==> src/rtl/load_store_unit_if.sv <==
`default_nettype none
// ============================================================================
// Module      : load_store_unit_if
// Description : Word-addressed memory bus between the load/store unit
//               (master) and the data memory (slave). A transfer completes
//               on the cycle where bus_valid and bus_ready are both high.
//   bus_valid  master->slave  request present, fields stable until ready
//   bus_we     master->slave  1 = store, 0 = load
//   bus_addr   master->slave  word-aligned byte address
//   bus_wdata  master->slave  store data, already lane-replicated
//   bus_wstrb  master->slave  byte enables for stores, 0000 for loads
//   bus_ready  slave->master  transfer accepted / read data valid
//   bus_rdata  slave->master  full 32-bit read word
// Revision    : 1.0  initial release
// ============================================================================
interface load_store_unit_if;
  logic        bus_valid;
  logic        bus_ready;
  logic        bus_we;
  logic [31:0] bus_addr;
  logic [31:0] bus_wdata;
  logic [3:0]  bus_wstrb;
  logic [31:0] bus_rdata;

  modport master (
    output bus_valid,
    output bus_we,
    output bus_addr,
    output bus_wdata,
    output bus_wstrb,
    input  bus_ready,
    input  bus_rdata
  );

  modport slave (
    input  bus_valid,
    input  bus_we,
    input  bus_addr,
    input  bus_wdata,
    input  bus_wstrb,
    output bus_ready,
    output bus_rdata
  );
endinterface
`default_nettype wire

==> src/rtl/load_store_unit.sv <==
`default_nettype none
// ============================================================================
// Module      : load_store_unit
// Description : RV32 load/store unit. Accepts a load or store from control,
//               formats it onto a word-addressed memory bus, stalls the core
//               until the bus responds (or times out), and returns aligned,
//               sign/zero-extended load data.
//   clock       rising-edge clock
//   reset       asynchronous active-low reset
//   mem_read    load request
//   mem_write   store request (wins if both requests are high)
//   funct3      access size/sign, instruction[14:12]
//   address     byte address from the ALU
//   write_data  store data (rs2)
//   read_data   registered, extended load result
//   stall       freezes PC / register-file write while high
//   misaligned  illegal funct3 or misaligned access (no bus transfer issued)
//   bus_error   one-cycle pulse when the bus times out
//   bus         memory bus master port
// Parameter   : MAX_WAIT  ACCESS cycles without bus_ready before timeout (>=1)
// Revision    : 1.0  initial release
// ============================================================================
module load_store_unit #(
  parameter int unsigned MAX_WAIT = 255
) (
  input  wire logic        clock,
  input  wire logic        reset,
  input  wire logic        mem_read,
  input  wire logic        mem_write,
  input  wire logic [2:0]  funct3,
  input  wire logic [31:0] address,
  input  wire logic [31:0] write_data,
  output logic      [31:0] read_data,
  output logic             stall,
  output logic             misaligned,
  output logic             bus_error,
  load_store_unit_if.master bus
);

  // The counter must be able to hold MAX_WAIT itself.
  localparam int unsigned WAIT_W = (MAX_WAIT < 2) ? 1 : $clog2(MAX_WAIT + 1);
  localparam logic [WAIT_W-1:0] LAST_WAIT = WAIT_W'(MAX_WAIT - 1);

  typedef enum logic [1:0] {
    S_IDLE   = 2'd0,
    S_ACCESS = 2'd1,
    S_DONE   = 2'd2
  } state_t;

  state_t            state_q,     state_d;
  logic [WAIT_W-1:0] wait_cnt_q,  wait_cnt_d;
  logic [31:0]       read_data_q, read_data_d;
  logic              bus_error_q, bus_error_d;
  logic [31:0]       addr_q,      addr_d;
  logic              we_q,        we_d;
  logic [3:0]        wstrb_q,     wstrb_d;
  logic [31:0]       wdata_q,     wdata_d;
  logic [2:0]        funct3_q,    funct3_d;
  logic [1:0]        off_q,       off_d;

  logic        w_req;
  logic        w_legal;
  logic        w_aligned;
  logic        w_accept;
  logic [3:0]  w_wstrb;
  logic [31:0] w_wdata;
  logic [15:0] w_lane;
  logic [31:0] w_load;

  // --------------------------------------------------------------------------
  // Request decode (only meaningful in IDLE)
  // --------------------------------------------------------------------------
  assign w_req = mem_read | mem_write;

  always_comb begin
    w_legal = 1'b0;
    if (mem_write) begin
      w_legal = (funct3 == 3'b000) || (funct3 == 3'b001) || (funct3 == 3'b010);
    end else begin
      w_legal = (funct3 == 3'b000) || (funct3 == 3'b001) || (funct3 == 3'b010) ||
                (funct3 == 3'b100) || (funct3 == 3'b101);
    end
  end

  // funct3[1:0] encodes the access size for every legal code.
  always_comb begin
    w_aligned = 1'b0;
    case (funct3[1:0])
      2'b00:   w_aligned = 1'b1;
      2'b01:   w_aligned = ~address[0];
      2'b10:   w_aligned = (address[1:0] == 2'b00);
      default: w_aligned = 1'b0;
    endcase
  end

  assign w_accept   = (state_q == S_IDLE) && w_req && w_legal && w_aligned;
  assign misaligned = (state_q == S_IDLE) && w_req && !(w_legal && w_aligned);
  assign stall      = w_accept || (state_q == S_ACCESS);

  // --------------------------------------------------------------------------
  // Store lane formatting: data is replicated so the strobe alone picks lanes
  // --------------------------------------------------------------------------
  always_comb begin
    w_wstrb = 4'b0000;
    w_wdata = write_data;
    if (mem_write) begin
      case (funct3[1:0])
        2'b00: begin
          w_wstrb = 4'b0001 << address[1:0];
          w_wdata = {4{write_data[7:0]}};
        end
        2'b01: begin
          w_wstrb = address[1] ? 4'b1100 : 4'b0011;
          w_wdata = {2{write_data[15:0]}};
        end
        default: begin
          w_wstrb = 4'b1111;
          w_wdata = write_data;
        end
      endcase
    end
  end

  // --------------------------------------------------------------------------
  // Load extraction: bring the addressed byte/halfword down to bit 0
  // --------------------------------------------------------------------------
  always_comb begin
    w_lane = bus.bus_rdata[15:0];
    case (off_q)
      2'd0:    w_lane = bus.bus_rdata[15:0];
      2'd1:    w_lane = bus.bus_rdata[23:8];
      2'd2:    w_lane = bus.bus_rdata[31:16];
      default: w_lane = {8'h00, bus.bus_rdata[31:24]};
    endcase
  end

  always_comb begin
    w_load = bus.bus_rdata;
    case (funct3_q)
      3'b000:  w_load = {{24{w_lane[7]}},  w_lane[7:0]};
      3'b001:  w_load = {{16{w_lane[15]}}, w_lane[15:0]};
      3'b100:  w_load = {24'h000000, w_lane[7:0]};
      3'b101:  w_load = {16'h0000,   w_lane[15:0]};
      default: w_load = bus.bus_rdata;
    endcase
  end

  // --------------------------------------------------------------------------
  // FSM next-state and datapath updates
  // --------------------------------------------------------------------------
  always_comb begin
    state_d     = state_q;
    wait_cnt_d  = wait_cnt_q;
    read_data_d = read_data_q;
    bus_error_d = 1'b0;
    addr_d      = addr_q;
    we_d        = we_q;
    wstrb_d     = wstrb_q;
    wdata_d     = wdata_q;
    funct3_d    = funct3_q;
    off_d       = off_q;

    case (state_q)
      S_IDLE: begin
        if (w_accept) begin
          state_d    = S_ACCESS;
          wait_cnt_d = '0;
          addr_d     = {address[31:2], 2'b00};
          we_d       = mem_write;
          wstrb_d    = w_wstrb;
          wdata_d    = w_wdata;
          funct3_d   = funct3;
          off_d      = address[1:0];
        end
      end

      S_ACCESS: begin
        if (bus.bus_ready) begin
          state_d = S_DONE;
          if (!we_q) begin
            read_data_d = w_load;
          end
        end else if (wait_cnt_q == LAST_WAIT) begin
          // This miss brings the count to MAX_WAIT: give up on the bus.
          state_d     = S_DONE;
          wait_cnt_d  = wait_cnt_q + 1'b1;
          bus_error_d = 1'b1;
          read_data_d = '0;
        end else begin
          wait_cnt_d = wait_cnt_q + 1'b1;
        end
      end

      // One unstalled cycle so the core commits; requests are not sampled here.
      S_DONE:  state_d = S_IDLE;

      default: state_d = S_IDLE;
    endcase
  end

  always_ff @(posedge clock or negedge reset) begin
    if (!reset) begin
      state_q     <= S_IDLE;
      wait_cnt_q  <= '0;
      read_data_q <= '0;
      bus_error_q <= 1'b0;
      addr_q      <= '0;
      we_q        <= 1'b0;
      wstrb_q     <= '0;
      wdata_q     <= '0;
      funct3_q    <= '0;
      off_q       <= '0;
    end else begin
      state_q     <= state_d;
      wait_cnt_q  <= wait_cnt_d;
      read_data_q <= read_data_d;
      bus_error_q <= bus_error_d;
      addr_q      <= addr_d;
      we_q        <= we_d;
      wstrb_q     <= wstrb_d;
      wdata_q     <= wdata_d;
      funct3_q    <= funct3_d;
      off_q       <= off_d;
    end
  end

  // --------------------------------------------------------------------------
  // Outputs
  // --------------------------------------------------------------------------
  assign read_data     = read_data_q;
  assign bus_error     = bus_error_q;
  // Derived from state so reset drops it without waiting for a clock edge.
  assign bus.bus_valid = (state_q == S_ACCESS);
  assign bus.bus_we    = we_q;
  assign bus.bus_addr  = addr_q;
  assign bus.bus_wstrb = wstrb_q;
  assign bus.bus_wdata = wdata_q;

endmodule
`default_nettype wire

==> src/flat_wrapper.sv <==
// flat-port wrapper written by rule: the top's interface ports become plain ports
module load_store_unit_flat 
#(
  parameter int unsigned MAX_WAIT = 255
)
  (clock, reset, mem_read, mem_write, funct3, address, write_data, read_data, stall, misaligned, bus_error, bus_bus_valid, bus_bus_we, bus_bus_addr, bus_bus_wdata, bus_bus_wstrb, bus_bus_ready, bus_bus_rdata);
  load_store_unit_if bus_i ();
  input  wire logic clock;
  input  wire logic reset;
  input  wire logic mem_read;
  input  wire logic mem_write;
  input  wire logic [2:0] funct3;
  input  wire logic [31:0] address;
  input  wire logic [31:0] write_data;
  output logic      [31:0] read_data;
  output logic stall;
  output logic misaligned;
  output logic bus_error;
  output wire logic [$bits(bus_i.bus_valid)-1:0] bus_bus_valid;
  output wire logic [$bits(bus_i.bus_we)-1:0] bus_bus_we;
  output wire logic [$bits(bus_i.bus_addr)-1:0] bus_bus_addr;
  output wire logic [$bits(bus_i.bus_wdata)-1:0] bus_bus_wdata;
  output wire logic [$bits(bus_i.bus_wstrb)-1:0] bus_bus_wstrb;
  input wire logic [$bits(bus_i.bus_ready)-1:0] bus_bus_ready;
  input wire logic [$bits(bus_i.bus_rdata)-1:0] bus_bus_rdata;
  assign bus_bus_valid = bus_i.bus_valid;
  assign bus_bus_we = bus_i.bus_we;
  assign bus_bus_addr = bus_i.bus_addr;
  assign bus_bus_wdata = bus_i.bus_wdata;
  assign bus_bus_wstrb = bus_i.bus_wstrb;
  assign bus_i.bus_ready = bus_bus_ready;
  assign bus_i.bus_rdata = bus_bus_rdata;
  load_store_unit #(.MAX_WAIT(MAX_WAIT)) u_core (.clock(clock), .reset(reset), .mem_read(mem_read), .mem_write(mem_write), .funct3(funct3), .address(address), .write_data(write_data), .read_data(read_data), .stall(stall), .misaligned(misaligned), .bus_error(bus_error), .bus(bus_i));
endmodule
==> config.mk <==
export PLATFORM = sky130hd
export DESIGN_NAME = load_store_unit_flat
export DESIGN_NICKNAME = d
export VERILOG_FILES = /design/src/rtl/load_store_unit_if.sv /design/src/rtl/load_store_unit.sv /design/src/flat_wrapper.sv
export SDC_FILE = /design/constraint.sdc
export NUM_CORES = 1
export LEC_CHECK = 0
export CAP_MARGIN = 20
export CELL_PAD_IN_SITES_DETAIL_PLACEMENT = 1
export CELL_PAD_IN_SITES_GLOBAL_PLACEMENT = 1
export CORE_MARGIN = 2
export CORE_UTILIZATION = 30
export DETAILED_ROUTE_END_ITERATION = 8
export PLACE_DENSITY = 0.86
export SYNTH_ARGS = -nofsm -noshare
export SYNTH_HDL_FRONTEND = slang
export SYNTH_SLANG_ARGS = --single-unit
==> constraint.sdc <==
create_clock -name clock -period 1.55 [get_ports clock]
set_input_delay 0.31 -clock clock [delete_from_list [all_inputs] [get_ports clock]]
set_output_delay 0.31 -clock clock [all_outputs]
set_load 0.005 [all_outputs]
==> summary.txt, run 1 <==
Outcome
  • Status: complete, but fails checks
  • Failing checks: setup timing

Critical path
  • Critical Path, Cell by Cell: o21ba_4 -> o211ai_1 -> buf_4 -> buf_12 -> buf_12 -> buf_16 -> nand2_1 -> o31ai_4
  • Max stage delay on crit path: 0.41 ns
  • Critical Path Fanout Max: 5
  • Worst setup EP type: register
  • Worst EP required: 1.86 ns
  • Crit path arrival time: 2.08 ns
  • Critical path's slowest cell: dfrtp_1
  • Kind of critical path: register to register
  • Critical Path Start Type: register
  • CP most frequent cell: buf_12

Yosys
  • Largest family of logic cells by synthesized area: compound AO/OA/AOI/OAI gates
  • Synthesized cell area: 5510 um^2
  • Sequential fraction of the synthesis area: 52.2%
  • Post-synthesis async set-or-reset flop share: 100%
  • Flops & latches, synth: 115
  • Avg Cell Area, Syn: 10.8 um^2
  • Post-synthesis cell count: 512
  • Post-Synth Adder-Cell Area: 0.454%
  • Synth Area in XOR/XNOR: 0%
  • YS warnings: 0
  • Synth Flop Type: dfrtp_1
  • Compound-Gate Fraction of Synth Area: 17.4%
  • Mux share of post-synthesis cell area: 13.5%
  • Post-synth EDFFs: 0
  • Synth Area in Simple Gates: 12.3%
  • Synth cell types: 50

Drt
  • Post-Route WL: 26100 um
  • Via count: 5694
  • Drt pass-1 iters: 4
  • Residual DRC: 0
  • Antenna Nets Post-Route: 0
  • WL per Instance: 24.5 um
  • Detailed Route Iter0 Violations: 267
  • Vias per inst: 5.35

Layout
  • Fillers: 1827
  • Post-route cell area: 10300 um^2
  • N_diodes: 0
  • Area Overhead vs Synth: 86.0%
  • Share of layout cells above drive strength 1: 38.3%
  • Fin nets: 928

Clocking
  • Clock sinks: 115
  • CTS HTree Levels: 4
  • Skew-Pair Late Insertion Delay: 0.42 ns
  • Clk buf depth: 2
  • CTS Buf Count: 17
  • CTS tree: built
  • Root Buffer: clkbuf_16
  • Worst-path clk slew: 0.07 ns

Floorplan
  • Cell Rows: 49
  • DIE WIDTH: 140 um
  • Starting Density: 30.6%
  • Die area: 19500 um^2
  • Die Ht: 140 um
  • Core area: 18000 um^2
  • I/O Pins: 209

Placed design
  • Setup WS pre-CTS: -0.882 ns
  • DPL Wire Length: 14100 um
  • Area after DPL: 8270 um^2
  • Port bufs: 206
  • Gpl congestion: 0.847

Global routing
  • Number of global-route vias before repair: 6223
  • Initial antenna violation count: 0
  • Largest net degree at the start of global routing: 68
  • Grt ovf: 0
  • First-pass GRT wire length: 36400 um
  • GRT Total Usage: 24.1%

Timing
  • Fmax: 564 MHz
  • Slew Limit Fails: 0
  • Clock period minus final worst setup slack: 1.77 ns
  • Slew @ Worst Pin: 0.879 ns
  • Crit share post-route: 114%
  • PnR worst setup slack: -0.222 ns
  • Fin Hold WS: 0.271 ns
  • Final setup vio count: 104
  • Slew headroom: 41.0%
  • Hold Fails Final Rpt: 0
  • RSZ-0062 raised after global routing: yes
  • Worst Clk Skew: 0.0164 ns

Flow run
  • MaxCap Viol Count: 0

Pwr
  • Peak VDD IR: 0.934 mV
  • Static leakage power: 4.75 nW
  • Pwr Density: 1590 nW/um^2

Hold path
  • Hold WC Path Type: primary input to async pin
==> path summary, 6_finish.rpt <==
| kind | startpoint | to | slack (ns) | cells past startpoint |
|---|---|---|---|---|
| worst max-delay path | u_core.state_q[0]$_DFFE_PN0P_ | u_core.bus.bus_wdata[11]$_DFFE_PN0P_ | -0.22 | 8 |
| worst min-delay path | reset | u_core.bus.bus_addr[28]$_DFFE_PN0P_ | 0.27 | 2 |
| worst max register to register | u_core.state_q[0]$_DFFE_PN0P_ | u_core.bus.bus_wdata[11]$_DFFE_PN0P_ | -0.22 | 8 |
| worst min register to register | u_core.read_data[10]$_DFFE_PN0P_ | u_core.read_data[10]$_DFFE_PN0P_ | 0.48 | 2 |
| max in group asynchronous | reset | u_core.off_q[1]$_DFFE_PN0P_ | 0.66 | 3 |
| min in group clock | funct3[2] | u_core.funct3_q[2]$_DFFE_PN0P_ | 0.27 | 2 |
==> metal layers <==
layer  up-vias  GRT usage, %  share of wire, %
li1       2460             -                 -
met1      2918          28.3                39
met2       263          42.2                52
met3        53          7.19               6.8
met4         0          8.32               2.9
met5         -             0                 0
==> registers in the layout, summed over array words and instances (netlist names) <==
signal                count
u_core.state_q            2
u_core.bus.bus_we         1
u_core.bus.bus_wdata     32
u_core.bus.bus_wstrb      4
u_core.bus_error          1
u_core.read_data         32
u_core.bus.bus_addr      30
u_core.funct3_q           3
u_core.wait_cnt_q         8
u_core.off_q              2
==> cell families (layout without fill, tap and decap cells) <==
family | after synthesis | after routing
flops | 115 | 115
compound gates | 140 | 140
buf+inv | 46 | 368
other cells | 1 | 2
fa+ha+maj | 2 | 2
simple gates | 147 | 147
mux | 61 | 61
==> stage by stage <==
| step | utilization, % | cells | TNS [ns] | power (mW) |
|---|---|---|---|---|
| 2_1_floorplan | - | 513 | 0 | 7.02 |
| 3_3_place_gp | 45.9 | 973 | -66.73 | 10.3 |
| 3_5_place_dp | 45.9 | 973 | -72.29 | 10.6 |
| 4_1_cts | 53.9 | 1054 | -9.52 | 15.2 |
| 5_1_grt | 56.9 | 1064 | -19.12 | 17.0 |
| 6_report | 56.9 | 1064 | -13.85 | 16.3 |
==> worst max-delay path, delay by kind of cell (launching register included) <==
family                 cells  cell delay, ns
DFF                        1            0.41
and+or+nand+nor            1            0.13
AOI/OAI and AO/OA          3            0.48
buffers and inverters      4            0.63
==> synthesized netlist by cell type, drive strengths merged, types with 4 or more instances <==
cell	n	share of area, %
nand2b	4	0.45
nor2b	6	0.68
o221ai	10	1.7
mux2	43	10
a21oi	18	1.6
nand2	82	5.6
o21ai	43	3.9
and2	11	1.2
o31ai	16	2.2
a211oi	8	1.1
a22oi	16	2.2
a2bb2oi	7	1.1
clkbuf	14	0.95
mux2i	18	3.3
dfrtp	115	52
inv	7	0.48
nor2	23	1.6
buf	24	2.6
o2bb2ai	8	1.3
==> final cells by class <==
type	count	area [um^2]	share of cell area (%)
repair buffers	328	3290	32.1
inverters	8	30.0	0.293
multi-input cells	352	3170	30.9
clock buffers	19	453	4.42
flip-flops and latches	115	2880	28.1
clock inverters	13	149	1.45
well taps	229	287	2.79
==> repair_timing <==
action / 4_1_cts / 5_1_grt
resized for setup: 241 / 112
hold buffers: 1 / 0
pin swaps: 39 / 26
gates cloned: 9 / 7
setup buffers: 40 / 6
hold endpoints to repair: 48 / 0
setup endpoints to repair: 215 / 114
==> placed cells by master, fill, tap and decap left out, types with 4 or more instances in the layout <==
cell type,instances
o2bb2ai_1,7
clkdlybuf4s50_1,95
buf_16,5
nand2b_1,4
clkbuf_16,22
mux2i_1,15
inv_1,6
nand2_4,20
inv_6,4
nor2b_1,4
dfrtp_1,113
and2_1,9
o221ai_1,8
buf_12,13
nand2_2,20
dlygate4sd2_1,102
o21ai_2,10
mux2_2,22
buf_4,76
a21oi_1,13
nor2_1,23
nand2_1,42
o21ai_1,8
a2bb2oi_1,7
mux2_4,21
buf_6,17
o31ai_4,14
o21ai_0,24
a22oi_2,16
a211oi_1,7
buf_8,6
==> report_power, final <==
part / total, mW / switching [mW] / leakage (nW) / internal, mW
logic: 7.17 / 3.24 / 3.05 / 3.93
clock network: 4.15 / 1.67 / 0.287 / 2.48
registers: 5.00 / 0.871 / 1.42 / 4.13
total: 16.3 / 5.78 / 4.75 / 10.5
Note: power is estimated with default switching activity, not from simulation.
==> inputs of run 2 (changes only) <==
SLEW_MARGIN = 20   (was not set)
==> results of run 2 <==
No change in the layout: final DEF, timing and power equal those of run 1.
